## src/rtl/muldiv_seq_pkg.sv

```systemverilog
// Shared encodings for the sequential multiply/divide unit: opcodes, FSM states
// and the divide-by-zero quotient.
package muldiv_seq_pkg;

  typedef enum logic [1:0] {
    OP_MUL   = 2'b00,
    OP_MULHU = 2'b01,
    OP_DIVU  = 2'b10,
    OP_REMU  = 2'b11
  } op_e;

  typedef enum logic [1:0] {
    IDLE = 2'b00,
    RUN  = 2'b01,
    WB   = 2'b10
  } state_e;

  typedef enum logic {
    CLS_MUL = 1'b0,
    CLS_DIV = 1'b1
  } opclass_e;

  localparam logic [15:0] DIV0_QUOT = 16'hFFFF;

  function automatic opclass_e op_class(input op_e op);
    return (op == OP_DIVU || op == OP_REMU) ? CLS_DIV : CLS_MUL;
  endfunction

endpackage

```

## src/rtl/muldiv_step.sv

```systemverilog
// One iteration of the shared datapath: MSB-first shift-add for multiply,
// restoring shift-subtract for divide. Purely combinational.
module muldiv_step
  import muldiv_seq_pkg::*;
#(
  parameter int WIDTH = 16
) (
  input  logic [2*WIDTH-1:0] acc,
  input  logic [WIDTH-1:0]   operand,
  input  logic               in_bit,
  input  opclass_e           cls,
  output logic [2*WIDTH-1:0] acc_next
);

  logic [2*WIDTH-1:0] mul_next;
  logic [WIDTH:0]     rem_sh;
  logic [WIDTH-1:0]   trial;
  logic [WIDTH-1:0]   rem_next;
  logic [WIDTH-1:0]   quot_next;
  logic               ge;

  // Multiply: acc holds the full product; in_bit is the current multiplier bit.
  always_comb begin
    mul_next = (acc << 1);
    if (in_bit) begin
      mul_next = mul_next + {{WIDTH{1'b0}}, operand};
    end
  end

  // Divide: acc = {quotient, remainder}; in_bit is the next dividend bit.
  always_comb begin
    rem_sh    = {acc[WIDTH-1:0], in_bit};
    ge        = (rem_sh >= {1'b0, operand});
    trial     = rem_sh[WIDTH-1:0] - operand;
    rem_next  = ge ? trial : rem_sh[WIDTH-1:0];
    quot_next = {acc[2*WIDTH-2:WIDTH], ge};
  end

  always_comb begin
    acc_next = (cls == CLS_DIV) ? {quot_next, rem_next} : mul_next;
  end

endmodule

```

## src/rtl/muldiv_seq.sv

```systemverilog
// Sequential 16-bit MUL/MULHU/DIVU/REMU unit: one bit per cycle, result returned
// as a single-cycle register-file write request.
module muldiv_seq
  import muldiv_seq_pkg::*;
#(
  parameter int WIDTH   = 16,
  parameter int REGBITS = 5
) (
  input  logic               clk,
  input  logic               reset,
  input  logic               start,
  input  logic [1:0]         op,
  input  logic [REGBITS-1:0] dst,
  input  logic [WIDTH-1:0]   a,
  input  logic [WIDTH-1:0]   b,
  output logic               busy,
  output logic               done,
  output logic               regwrite,
  output logic [REGBITS-1:0] wa,
  output logic [WIDTH-1:0]   wd
);

  localparam int              CW       = $clog2(WIDTH);
  localparam logic [CW-1:0]   CNT_LAST = CW'(WIDTH - 1);

  state_e               state_reg, state_next;
  logic [CW-1:0]        cnt_reg;
  logic [2*WIDTH-1:0]   acc_reg;
  logic [2*WIDTH-1:0]   acc_next;
  op_e                  op_reg;
  logic [REGBITS-1:0]   dst_reg;
  logic [WIDTH-1:0]     a_reg, b_reg;
  logic [REGBITS-1:0]   wa_reg;
  logic [WIDTH-1:0]     wd_reg;

  logic [CW-1:0]        bit_idx;
  opclass_e             cls;
  logic                 step_bit;
  logic [WIDTH-1:0]     step_operand;
  logic                 last_iter;
  logic [WIDTH-1:0]     result;

  assign cls          = op_class(op_reg);
  assign bit_idx      = CNT_LAST - cnt_reg;
  assign step_bit     = (cls == CLS_DIV) ? a_reg[bit_idx] : b_reg[bit_idx];
  assign step_operand = (cls == CLS_DIV) ? b_reg : a_reg;
  assign last_iter    = (state_reg == RUN) && (cnt_reg == CNT_LAST);

  muldiv_step #(.WIDTH(WIDTH)) u_step (
    .acc      (acc_reg),
    .operand  (step_operand),
    .in_bit   (step_bit),
    .cls      (cls),
    .acc_next (acc_next)
  );

  // Selected from the final iteration's accumulator so wd is ready in WB.
  always_comb begin
    result = acc_next[WIDTH-1:0];
    case (op_reg)
      OP_MUL:   result = acc_next[WIDTH-1:0];
      OP_MULHU: result = acc_next[2*WIDTH-1:WIDTH];
      OP_DIVU:  result = (b_reg == '0) ? WIDTH'(DIV0_QUOT) : acc_next[2*WIDTH-1:WIDTH];
      OP_REMU:  result = acc_next[WIDTH-1:0];
      default:  result = acc_next[WIDTH-1:0];
    endcase
  end

  always_comb begin
    state_next = state_reg;
    busy       = 1'b0;
    done       = 1'b0;
    regwrite   = 1'b0;
    case (state_reg)
      IDLE: begin
        if (start) state_next = RUN;
      end
      RUN: begin
        busy = 1'b1;
        if (last_iter) state_next = WB;
      end
      WB: begin
        busy       = 1'b1;
        done       = 1'b1;
        regwrite   = (dst_reg != '0);
        state_next = IDLE;
      end
      default: state_next = IDLE;
    endcase
  end

  always_ff @(posedge clk or negedge reset) begin
    if (!reset) begin
      state_reg <= IDLE;
      cnt_reg   <= '0;
      acc_reg   <= '0;
      op_reg    <= OP_MUL;
      dst_reg   <= '0;
      a_reg     <= '0;
      b_reg     <= '0;
      wa_reg    <= '0;
      wd_reg    <= '0;
    end else begin
      state_reg <= state_next;
      case (state_reg)
        IDLE: begin
          if (start) begin
            op_reg  <= op_e'(op);
            dst_reg <= dst;
            a_reg   <= a;
            b_reg   <= b;
            cnt_reg <= '0;
            acc_reg <= '0;
          end
        end
        RUN: begin
          acc_reg <= acc_next;
          cnt_reg <= cnt_reg + 1'b1;
          if (last_iter) begin
            wd_reg <= result;
            wa_reg <= dst_reg;
          end
        end
        default: ;
      endcase
    end
  end

  assign wa = wa_reg;
  assign wd = wd_reg;

endmodule

```

## config.mk

```make
export PLATFORM = sky130hd
export DESIGN_NAME = muldiv_seq
export DESIGN_NICKNAME = d
export VERILOG_FILES = /design/src/rtl/muldiv_seq_pkg.sv /design/src/rtl/muldiv_step.sv /design/src/rtl/muldiv_seq.sv
export SDC_FILE = /design/constraint.sdc
export NUM_CORES = 1
export LEC_CHECK = 0
export CAP_MARGIN = 0
export CORE_MARGIN = 2
export CORE_UTILIZATION = 30
export DETAILED_ROUTE_END_ITERATION = 7
export GPL_TIMING_DRIVEN = 0
export PLACE_DENSITY = 0.54
export SLEW_MARGIN = 20
export SYNTH_ARGS = -nofsm -noshare
export SYNTH_HDL_FRONTEND = slang
export SYNTH_SLANG_ARGS = --single-unit
```

## constraint.sdc

```tcl
create_clock -name clk -period 4.2 [get_ports clk]
set_input_delay 0.42 -clock clk [delete_from_list [all_inputs] [get_ports clk]]
set_output_delay 0.42 -clock clk [all_outputs]
set_load 0.005 [all_outputs]
```

---- After elaboration in Yosys (flattened, before gate mapping) ----
Index checks and enable logic that the tools add are counted.
storage, ports and cells
  bits in registers ....................... 97
  input port bits ......................... 42
  output and inout bits ................... 24
  logic and storage cells ................. 58
cells by class
  add/sub/neg operators ................... 4
  order comparisons ....................... 2
  eq/ne operators ......................... 8
  muxes and demuxes ....................... 22
  reduce and logical (&&, ||, !) cells .... 13
operators with widths
  kind                 count
  $mux 32              2
  $pmux 31 s2          1
  $mux 16              3
  $pmux 16 s3          1
  $add 32x16->32       1
  $mux 31              1
  $ge 17x16->1         1
  $logic_not 16->1     1
  $sub 16x16->16       1
  $bmux 1 s4           2
  $pmux 4 s2           1
  $reduce_and 2->1     4
  $mux 1               7
  $eq 2x2->1 const B   3
  $lt 4x5->1 const B   1
  $reduce_bool 5->1    1
  $add 4x1->4 const B  1
  $eq 2x1->1 const B   2
  $eq 4x4->1 const B   1
  $logic_not 2->1      2
  $mux 2               2
  $mux 4               1
  $ne 2x2->1 const B   2
  $pmux 2 s2           1
  5 further kinds      6

---- Longest topological paths before layout ----
  depth in word-level cells ............... 9
  gate-level depth with buffers ........... 20
  gate-level depth less buffers ........... 17

---- Cells and area by module ----
A second synthesis with hierarchy kept.
second synthesis, totals
  cells, all modules ...................... 738
  area, all modules ....................... 7085.5 µm²
by module, submodules not included
  module       times used  cells an instance  area an instance (µm²)  sequential area each (µm²)
  muldiv_seq   1           381                4668.2                  2452.4
  muldiv_step  1           357                2417.3                  0.0

---- Worst setup path after synthesis ----
No wires, ideal clock.
  path kind ............................... register -> register
  start ................................... reg cnt_reg[2]
  end ..................................... reg wd_reg[12] (netlist: wd[12])
  setup time .............................. 122 ps
  arrival time ............................ 4038 ps
  required time ........................... 4078 ps
  setup slack ............................. 40 ps
  stages on the path, launching flop included .. 21
  buffers on the path ..................... 3
  clock period less this slack ............ 4160 ps
  cell sequence ........................... dfrtp_1 > buf_6 > mux4_2 > mux2i_1 > mux2i_4 > and2_1 > buf_4 > buf_2 > a21oi_1 > ha_1 > inv_1 > fa_1 > nand2b_1 > a211oi_1 > o41ai_1 > nand2b_1 > a221oi_1 > xnor2_1 > o21ai_0 > a21oi_1 > o21ai_1
between the ends
  cells in the longest elaborated chain, start to end .. 8
  elaborated cells between the ends (all ways) .. 16
  those cells by class .................... add/sub: 2; order compare: 1; eq/ne: 1; mux: 10; reduce/logical: 2
ends and longest elaborated chain
  element                                    line                                  source
  start, declared                            muldiv_seq.sv:27                      logic [CW-1:0] cnt_reg;
  start signal, assigned                     muldiv_seq.sv:118                     cnt_reg <= cnt_reg + 1'b1;
  $sub 4x4->4                                muldiv_seq.sv:44                      assign bit_idx = CNT_LAST - cnt_reg;
  $bmux 1 s4                                 muldiv_seq.sv:45                      assign step_bit = (cls == CLS_DIV) ? a_reg[bit_idx] : b_reg[bit_idx];
  $mux 1 (not written as such)               muldiv_seq.sv:45
  $mux 1                                     muldiv_seq.sv:45
  $sub 16x16->16 (tied with other cells)     muldiv_step.sv:34                     trial = rem_sh[WIDTH-1:0] - operand;
  $mux 16 / $mux 32 (equally long branches)  muldiv_step.sv:35, muldiv_step.sv:40
  $mux 32 / $mux 16 (equally long branches)  muldiv_step.sv:40, muldiv_seq.sv:63
  $pmux 16 s3                                muldiv_seq.sv:60                      case (op_reg)
  end signal, assigned                       muldiv_seq.sv:120                     wd_reg <= result;
  end, declared                              muldiv_seq.sv:34                      logic [WIDTH-1:0] wd_reg;
Several ways; a longest one is shown, not always the timed one. The select of a mux whose other input is x is not followed.
A chain may end at the register's enable or synchronous reset.

---- Worst setup path after layout ----
Ends and elaborated chain as after synthesis.

==> results.ini <==
[status]
status = complete, no violations

[route]
drtAntennaViolNets = 0
drc = 0
routed_wl_mm = 21.2
wl_per_cell_um = 18.6
post_drt_via_cell_ratio = 5.30
vias = 6031
first_iter_violations = 371
dr.pass1.iters = 5

[placement]
io_buffers = 65
post-dp-hpwl_mm = 15.8
place_inst = 1097
gp_congestion = 0.855

[synth]
ys_ff_latch = 97
ys_warn_count = 0
synth_cells = 751
synth_ff_type = dfrtp_1
yosysTopAreaCellShare = 0.358
syn_area_um2 = 6770
synthArstFlopShare = 1.00
synth_edf_count = 0
synth_top_cell_by_area = dfrtp_1
synth_most_common_cell = nand2_1
ys_top_cells_by_count = nand2_1, dfrtp_1, a21oi_1, nor2_1
syn_area_per_cell_um2 = 9.02
ys_types = 71
synth_area_leaders = dfrtp_1, ha_1, mux2_2
synth_nets = 836
seq_area_frac_synth = 0.358

[grt]
grt_util_met2 = 0.306
overflow = 0
grt_pass1_vias = 6125
gr-max-usage-layer = met2
use_met1 = 0.247
grt_max_degree = 57
met3_usage = 0.0252
grt_pass1_wl_mm = 34.3
grt_util_all_layers = 0.184
grt_antenna_before_repair = 0

[floorplanning]
die_w_um = 154
dieArea_um2 = 23800
start_util = 0.308
core_area_um2 = 22000
die_h_um = 154
core.rowCount = 54
ioPinCount = 66

[sta]
grt_setup_unrepaired = yes
worstMarginPinSlew_ps = 755
max-slew-margin-rel = 0.493
min_period_ps = 4080
max_freq_ghz = 0.245
setup_viol = 0
finClkSkew_ps = 10.8
finalHoldViolCount = 0
post-route-period-util = 0.972
slew_viol_final = 0

[setup_path]
end_kind = register
critPathLaunchType = register
critical_path_required_ps = 4460
crit_chain = buf_6 > mux4_2 > mux2i_2 > mux2i_4 > and2_4 > buf_6 > buf_12 > a21oi_4 > ha_4 > inv_2 > fa_2 > nand2b_4 > a211oi_4 > o41ai_4 > nand2b_1 > a221oi_2 > xnor2_1 > o21ai_2 > a21oi_2 > o21ai_1
max_stage_delay_ps = 490
worstSetupPathType = register to register
cp_common_cell = buf_6
cp_slowest_cell = mux4_2
crit_path_max_fanout = 7
crit_family = compound AO/OA/AOI/OAI gates
worstPathArrival_ps = 4340
path_buf_inv = 4

[cts]
cts_sinks = 97
clkTransAtPathRegs_ps = 80
cts_buffers = 9
cts_tree = built
cts_htree_levels = 3
clock_latency_ps = 370
cts_max_path_buffers = 2
cts-root-buf = clkbuf_16

[final_layout]
antenna_cells = 0
drive_gt1_frac = 0.211
largest_reg_flops = 31
area_growth_pct = 29.6
final_nets = 938
final_cells = 1138

[worst_hold_path]
hold_path_class = register to register

[flow_run]
maxCapViolations = 0

## cells by family (layout without fill, tap and decap cells)
family | after synthesis | in the layout | synth area share
simple gates | 245 | 245 | 0.168
compound gates | 206 | 206 | 0.205
flops | 97 | 97 | 0.358
buf+inv | 82 | 189 | 0.0488
mux | 51 | 51 | 0.103
fa+ha+maj | 43 | 43 | 0.0817
xor+xnor | 27 | 27 | 0.0349
## layout by cell type, fill, tap and decap left out, types with 13 or more instances in the layout
| master | count |
|---|---|
| a21oi_1 | 44 |
| a22o_1 | 20 |
| buf_4 | 33 |
| clkbuf_1 | 20 |
| clkdlybuf4s50_1 | 64 |
| dfrtp_1 | 95 |
| ha_1 | 31 |
| inv_1 | 40 |
| mux2_2 | 39 |
| nand2_1 | 110 |
| nor2_1 | 46 |
| o21ai_0 | 29 |
| o22ai_1 | 13 |
| xor2_1 | 15 |
## metal layers
metal | wire length [µm] | part of all wire
met3 | 854 | 0.040
met5 | 0 | 0
met2 | 10200 | 0.48
met4 | 402 | 0.019
met1 | 9760 | 0.46
## worst paths after layout
| check | cells past startpoint | from | slack, ps | endpoint |
|---|---|---|---|---|
| min in group asynchronous | 2 | reset | 530 | dst_reg[3] |
| max in group asynchronous | 3 | reset | 3060 | cnt_reg[1] |
| worst max register to register | 20 | cnt_reg[2] | 120 | wd[12] |
| worst min register to register | 2 | wa[3] | 480 | wa[3] |
| worst min-delay path | 2 | wa[3] | 480 | wa[3] |
| worst max-delay path | 20 | cnt_reg[2] | 120 | wd[12] |
## worst register-to-register path: stages (launching register included)
cell	delay, ps
dfrtp_2	420
buf_6	120
mux4_2	490
mux2i_2	210
mux2i_4	110
and2_4	170
buf_6	130
buf_12	140
a21oi_4	140
ha_4	160
inv_2	40
fa_2	380
nand2b_4	100
a211oi_4	70
o41ai_4	350
nand2b_1	140
a221oi_2	300
xnor2_1	170
o21ai_2	100
a21oi_2	160
o21ai_1	80
## through the flow
step	TNS [ps]	util	instance area, µm²	setup slack, ps	hold slack, ps
final	0	0.400	8780	117	476
after detailed placement	-45570	0.355	7800	-1520	359
after global placement	-155950	0.354	7770	-1540	465
after global routing	-194	0.400	8780	-67.1	507
after floorplan	0	-	6770	39.9	124
after CTS	0	0.388	8520	0.395	480
## layout make-up
class                           count  area (µm²)
Multi-Input combinational cell    572        4430
Timing Repair Buffer               97         915
Tap cell                          280         350
Sequential cell                    97        2430
Fill cell                        2200       13200
Clock buffer                       11         233
Clock inverter                      5        62.6
Inverter                           41         154
Buffer                             35         205
## timing repair
action                     in CTS  in global routing
hold endpoints to repair       41                  0
hold buffers                    1                  0
setup endpoints to repair      47                 32
buffers inserted               17                 13
pin swaps                      19                 23
gates resized for setup        72                 38
Power is not shown: default switching activity piles up to over one toggle a cycle in this logic, so the estimate is an artifact.
